**src/rtl/classifier_batch_driver_pkg.sv**
```systemverilog
// Shared types and sample-word layout for the classifier batch driver.
// Sample word layout, MSB to LSB: {label, f4, f3, f2, f1, f0}.
package classifier_batch_driver_pkg;

  localparam int FEAT_W_DEF  = 32;
  localparam int CLASS_W_DEF = 3;
  localparam int NUM_FEAT    = 5;

  typedef enum logic [2:0] {
    ST_IDLE,
    ST_FETCH,
    ST_LOAD,
    ST_ISSUE,
    ST_WAIT,
    ST_DONE
  } state_e;

  // Bit offset of feature i inside a packed sample word.
  function automatic int feat_lsb(input int i, input int feat_w);
    return i * feat_w;
  endfunction

  // Bit offset of the label, which sits above the five features.
  function automatic int label_lsb(input int feat_w);
    return NUM_FEAT * feat_w;
  endfunction

endpackage

```
**src/rtl/classifier_batch_driver.sv**
```systemverilog
// Streams a stored batch of samples through decision_tree and tallies
// correct, wrong and timed-out classifications.
module classifier_batch_driver
  import classifier_batch_driver_pkg::*;
#(
  parameter int NUM_SAMPLES = 665,
  parameter int FEAT_W      = FEAT_W_DEF,
  parameter int CLASS_W     = CLASS_W_DEF,
  parameter int ADDR_W      = 10,
  parameter int TIMEOUT     = 255
) (
  input  logic                              clk,
  input  logic                              rst,
  input  logic                              run,
  output logic                              mem_rd_en,
  output logic [ADDR_W-1:0]                 mem_addr,
  input  logic [NUM_FEAT*FEAT_W+CLASS_W-1:0] mem_rdata,
  output logic                              start,
  output logic [FEAT_W-1:0]                 feature0,
  output logic [FEAT_W-1:0]                 feature1,
  output logic [FEAT_W-1:0]                 feature2,
  output logic [FEAT_W-1:0]                 feature3,
  output logic [FEAT_W-1:0]                 feature4,
  input  logic [CLASS_W-1:0]                dt_class,
  input  logic                              dt_valid,
  output logic                              active,
  output logic                              done,
  output logic [ADDR_W:0]                   correct_cnt,
  output logic [ADDR_W:0]                   error_cnt,
  output logic [ADDR_W:0]                   timeout_cnt
);

  localparam int CNT_W     = ADDR_W + 1;
  localparam int WAIT_W    = (TIMEOUT < 2) ? 1 : $clog2(TIMEOUT + 1);
  localparam int LABEL_LSB = label_lsb(FEAT_W);

  localparam logic [ADDR_W-1:0] LAST_IDX  = ADDR_W'(NUM_SAMPLES - 1);
  // The timeout fires on the TIMEOUT-th WAIT cycle; the counter starts at 0.
  localparam logic [WAIT_W-1:0] WAIT_LAST = WAIT_W'(TIMEOUT - 1);

  state_e              state;
  logic [ADDR_W-1:0]   idx;
  logic [CLASS_W-1:0]  label;
  logic [WAIT_W-1:0]   wait_cnt;

  assign mem_addr = idx;

  // NOTE: every register here is state, so all assignments are non-blocking;
  // a blocking write would make later reads in this block see the new value.
  always_ff @(posedge clk) begin
    if (rst) begin
      state       <= ST_IDLE;
      idx         <= '0;
      label       <= '0;
      wait_cnt    <= '0;
      mem_rd_en   <= 1'b0;
      start       <= 1'b0;
      active      <= 1'b0;
      done        <= 1'b0;
      feature0    <= '0;
      feature1    <= '0;
      feature2    <= '0;
      feature3    <= '0;
      feature4    <= '0;
      correct_cnt <= '0;
      error_cnt   <= '0;
      timeout_cnt <= '0;
    end else begin
      case (state)
        ST_IDLE: begin
          if (run) begin
            state       <= ST_FETCH;
            active      <= 1'b1;
            mem_rd_en   <= 1'b1;
            idx         <= '0;
            correct_cnt <= '0;
            error_cnt   <= '0;
            timeout_cnt <= '0;
          end
        end

        ST_FETCH: begin
          mem_rd_en <= 1'b0;
          state     <= ST_LOAD;
        end

        ST_LOAD: begin
          feature0 <= mem_rdata[feat_lsb(0, FEAT_W) +: FEAT_W];
          feature1 <= mem_rdata[feat_lsb(1, FEAT_W) +: FEAT_W];
          feature2 <= mem_rdata[feat_lsb(2, FEAT_W) +: FEAT_W];
          feature3 <= mem_rdata[feat_lsb(3, FEAT_W) +: FEAT_W];
          feature4 <= mem_rdata[feat_lsb(4, FEAT_W) +: FEAT_W];
          label    <= mem_rdata[LABEL_LSB +: CLASS_W];
          start    <= 1'b1;
          state    <= ST_ISSUE;
        end

        ST_ISSUE: begin
          start    <= 1'b0;
          wait_cnt <= '0;
          state    <= ST_WAIT;
        end

        ST_WAIT: begin
          // A result arriving on the expiry cycle is still scored as a compare.
          if (dt_valid || (wait_cnt == WAIT_LAST)) begin
            if (!dt_valid)
              timeout_cnt <= timeout_cnt + CNT_W'(1);
            else if (dt_class == label)
              correct_cnt <= correct_cnt + CNT_W'(1);
            else
              error_cnt   <= error_cnt + CNT_W'(1);

            if (idx == LAST_IDX) begin
              done  <= 1'b1;
              state <= ST_DONE;
            end else begin
              idx       <= idx + ADDR_W'(1);
              mem_rd_en <= 1'b1;
              state     <= ST_FETCH;
            end
          end else begin
            wait_cnt <= wait_cnt + WAIT_W'(1);
          end
        end

        ST_DONE: begin
          done   <= 1'b0;
          active <= 1'b0;
          state  <= ST_IDLE;
        end

        default: state <= ST_IDLE;
      endcase
    end
  end

endmodule

```
**config.mk**
```make
export PLATFORM = sky130hd
export DESIGN_NAME = classifier_batch_driver
export DESIGN_NICKNAME = d
export VERILOG_FILES = /design/src/rtl/classifier_batch_driver_pkg.sv /design/src/rtl/classifier_batch_driver.sv
export SDC_FILE = /design/constraint.sdc
export NUM_CORES = 1
export LEC_CHECK = 0
export ABC_AREA = 0
export CAP_MARGIN = 20
export CORE_ASPECT_RATIO = 1.75
export CORE_UTILIZATION = 38
export DETAILED_ROUTE_END_ITERATION = 10
export PLACE_DENSITY = 0.77
export SLEW_MARGIN = 20
export SYNTH_ARGS = -nofsm -noshare
export SYNTH_HDL_FRONTEND = slang
export SYNTH_SLANG_ARGS = --single-unit
```
**constraint.sdc**
```tcl
create_clock -name clk -period 2.2 [get_ports clk]
set_input_delay 0.44 -clock clk [delete_from_list [all_inputs] [get_ports clk]]
set_output_delay 0.44 -clock clk [all_outputs]
set_load 0.01 [all_outputs]
```
==> results.yml, run 1 <==
outcome:
  outcome: "finished clean"
setup_path:
  critPathKind: "reg2reg"
  r2r-start: "wait_cnt[0]$_SDFFE_PP0P_"
  endpoint: "mem_addr[8]$_SDFFE_PP0P_"
  rr_endpoint: "mem_addr[8]$_SDFFE_PP0P_"
  arrival_ns: 2.53
  cp-start-kind: "register"
  r2r_cells: 7
  required_ns: 2.63
  worst-path-max-fanout: 3
  r2r_slack_ns: 0.1
  crit_start: "wait_cnt[0]$_SDFFE_PP0P_"
  endpoint_kind: "register"
yosys:
  synth_xor_area_share_pct: 2.91
  syn_avg_cell_area_um2: 7.98
  ys_ff_latch: 221
  synth.distinct_cells: 47
  synth_top_family_by_area: "simple AND/OR/NAND/NOR gates"
  synth_nets: 1233
  synth_simple_gate_area_share_pct: 25.4
  synthTopCellsByArea: "dfxtp_1 (52%), nand2_1 (16%), a21oi_1 (11%)"
  synth.mux.area_fraction_pct: 0.356
  yosysTopAreaCellShare_pct: 52.5
  yosys.area.top_type: "dfxtp_1"
  synth_fa_ha_area_share_pct: 1.04
  synth_seq_area_share_pct: 52.5
  synth_edf_count: 0
  synth_area_um2: 8430
  yosysWarnings: 0
  synth-main-ff-cell: "dfxtp_1"
  synth_compound_area_share_pct: 14.2
  ys_async_sr_fraction_pct: 0
  synthCells: 1056
placement:
  pre_cts_ws_ns: -0.375
  routabilityCongestion: 0.875
  place_hpwl_um: 19900
  io_buffers: 376
floorplanning:
  die_w_um: 115
  fp-row-count: 71
  start_util_pct: 39.0
  die_y_um: 199
  io_pins: 377
  die_area_um2: 22800
  coreArea_um2: 21600
sta:
  setup_violations: 0
  drv_slew: 0
  worst_slew_pin_slew_ns: 0.596
  final-hold-violation-count: 0
  finClkSkew_ns: 0.00668
  fin_crit_sh_pct: 95.5
  fmax_mhz: 476
  rsz0062_at_grt: "false"
  worst_slack_ns: 0.0988
  relSlewSlack_pct: 60.3
  finalCriticalPeriod_ns: 2.10
hold_path:
  hp-start: "rst"
  hold_class: "in2reg"
routing:
  post_drt_via_cell_ratio: 4.93
  antenna_left: 0
  vias: 8548
  routed_wl_um: 27500
  detail_route.wl_per_cell_um: 15.9
  dr.pass1.iters: 5
  remaining_drc_errors: 0
  first_iter_violations: 500
grt:
  grt_first_pass_wirelength_um: 42700
  grt_util_met3_pct: 6.03
  use_met2_pct: 43.5
  grt-ovfl-total: 0
  use_met1_pct: 25.4
  grt_busiest_layer: "met2"
  antenna_found_initial: 0
  grt_usage_pct: 23.5
  grt_start_max_net_pins: 102
  grt_pass1_vias: 8228
power_and_ir_drop:
  finalPower_uw: 11000
  powerDensity_nw_per_um2: 812
  ir_drop_mv: 0.614
  leakagePower_uw: 0.00477
finish:
  fin_util_pct: 62.5
  nFillCells: 1843
  drive_above_1_share_pct: 6.11
  multiInputGateArea_um2: 3720
  regArea_um2: 4420
  syn_to_final_growth_pct: 60.1
  nets: 1606
clock_network:
  htree_levels: 1
  cts_tree: "done"
  clock_sinks: 221
  cts_root_buf: "clkbuf_16"
  clk_pin_slew_ns: 0.06
  cts_buffers: 22
  clock_path_buffers: 3
  clock_latency_ns: 0.50
job:
  max_cap_violations: 0
-- how the worst min path moves through the flow --
stage	slack (ns)	end	cells past startpoint
5_1_grt	0.23	mem_addr[1]$_SDFFE_PP0P_	2
3_3_place_gp	0.44	feature4[6]$_SDFFE_PP0P_	2
2_1_floorplan	0.45	wait_cnt[6]$_SDFFE_PP0P_	2
6_report	0.25	mem_addr[9]$_SDFFE_PP0P_	2
4_1_cts	0.23	mem_addr[1]$_SDFFE_PP0P_	2
3_5_place_dp	0.45	feature1[6]$_SDFFE_PP0P_	2
-- cell families (layout without fill, tap and decap cells) --
| family | Yosys count | in the layout |
|---|---|---|
| compound gates | 224 | 224 |
| xor+xnor | 28 | 28 |
| fa+ha+maj | 7 | 7 |
| buf+inv | 79 | 464 |
| flops | 221 | 221 |
| mux | 3 | 3 |
| other cells | 0 | 1 |
| simple gates | 494 | 494 |
-- cells in the final DEF (no fill, tap or decap), drive strengths merged, types with 6 or more instances in the layout --
cell	Yosys	layout
nor3	13	13
inv	7	7
clkdlybuf4s50	0	375
nand3	21	21
a21oi	187	187
clkbuf	67	33
nand2	349	349
nor4	8	8
dfxtp	221	221
buf	5	46
and3	10	10
xor2	19	19
ha	7	7
o21ai	13	13
nand4	9	9
xnor2	9	9
nor2	51	51
nand3b	6	6
-- power breakdown --
| part | switching (uW) | internal (uW) | leakage, uW |
|---|---|---|---|
| Combinational | 1290 | 1290 | 0.00262 |
| Clock | 1530 | 2300 | 0.000357 |
| Sequential | 189 | 4360 | 0.00179 |
| Total | 3010 | 7940 | 0.00477 |
-- timing repair --
item | CTS | global route
gates resized for setup | 0 | 2
setup endpoints to repair | 0 | 5
buffers inserted | 0 | 0
hold buffers | 0 | 0
-- routing by layer --
metal	up-vias	part of all wire (%)
li1	4253	-
met1	3949	37
met2	289	53
met3	57	6.9
met4	0	3.1
met5	-	0
-- cells in the mapped netlist (8+ instances only) --
master	count
dfxtp_1	221
nand2_1	349
clkbuf_1	67
xnor2_1	9
nand3_1	21
nor2_1	51
a21oi_1	187
xor2_1	19
nor3_1	13
nand4_1	8
and3_1	10
-- state kept, by name (all words and copies together) (netlist names) --
register / flops
feature0: 32
feature1: 32
feature2: 32
feature3: 32
feature4: 32
correct_cnt: 11
error_cnt: 11
timeout_cnt: 11
mem_addr: 10
wait_cnt: 8
label: 3
state: 3
active: 1
done: 1
mem_rd_en: 1
start: 1
-- final cells by class --
class / count / area share, %
Clock buffer: 33 / 4.91
Tap cell: 292 / 2.71
Clock inverter: 3 / 0.482
Multi-Input combinational cell: 756 / 27.6
Timing Repair Buffer: 421 / 31.3
Sequential cell: 221 / 32.8
Antenna cell: 1 / 0.0185
Inverter: 7 / 0.195
-- per-stage QoR --
stage / area (um2) / setup TNS, ns / hold slack, ns / instances
after global routing: 13500 / 0 / 0.233 / 1733
after global placement: 12800 / -2.50 / 0.440 / 1697
after CTS: 13500 / 0 / 0.233 / 1733
after detailed placement: 12800 / -3.66 / 0.445 / 1697
final: 13500 / 0 / 0.245 / 1734
after floorplan: 8430 / 0 / 0.446 / 1056
-- worst max-delay path: stages (launching register included) --
cell and delay [ns]:
dfxtp_1 0.31, inv_1 0.08, ha_1 0.16, nand3_2 0.11, o211a_1 0.23, or4b_1 0.52
or4_1 0.48, a31oi_1 0.14
Note: power is estimated with default switching activity, not from simulation.
==> run 2: changes to the inputs <==
- CAP_MARGIN: 20 -> not set
==> results of run 2 <==
No change in the layout: final DEF, timing and power equal those of run 1.
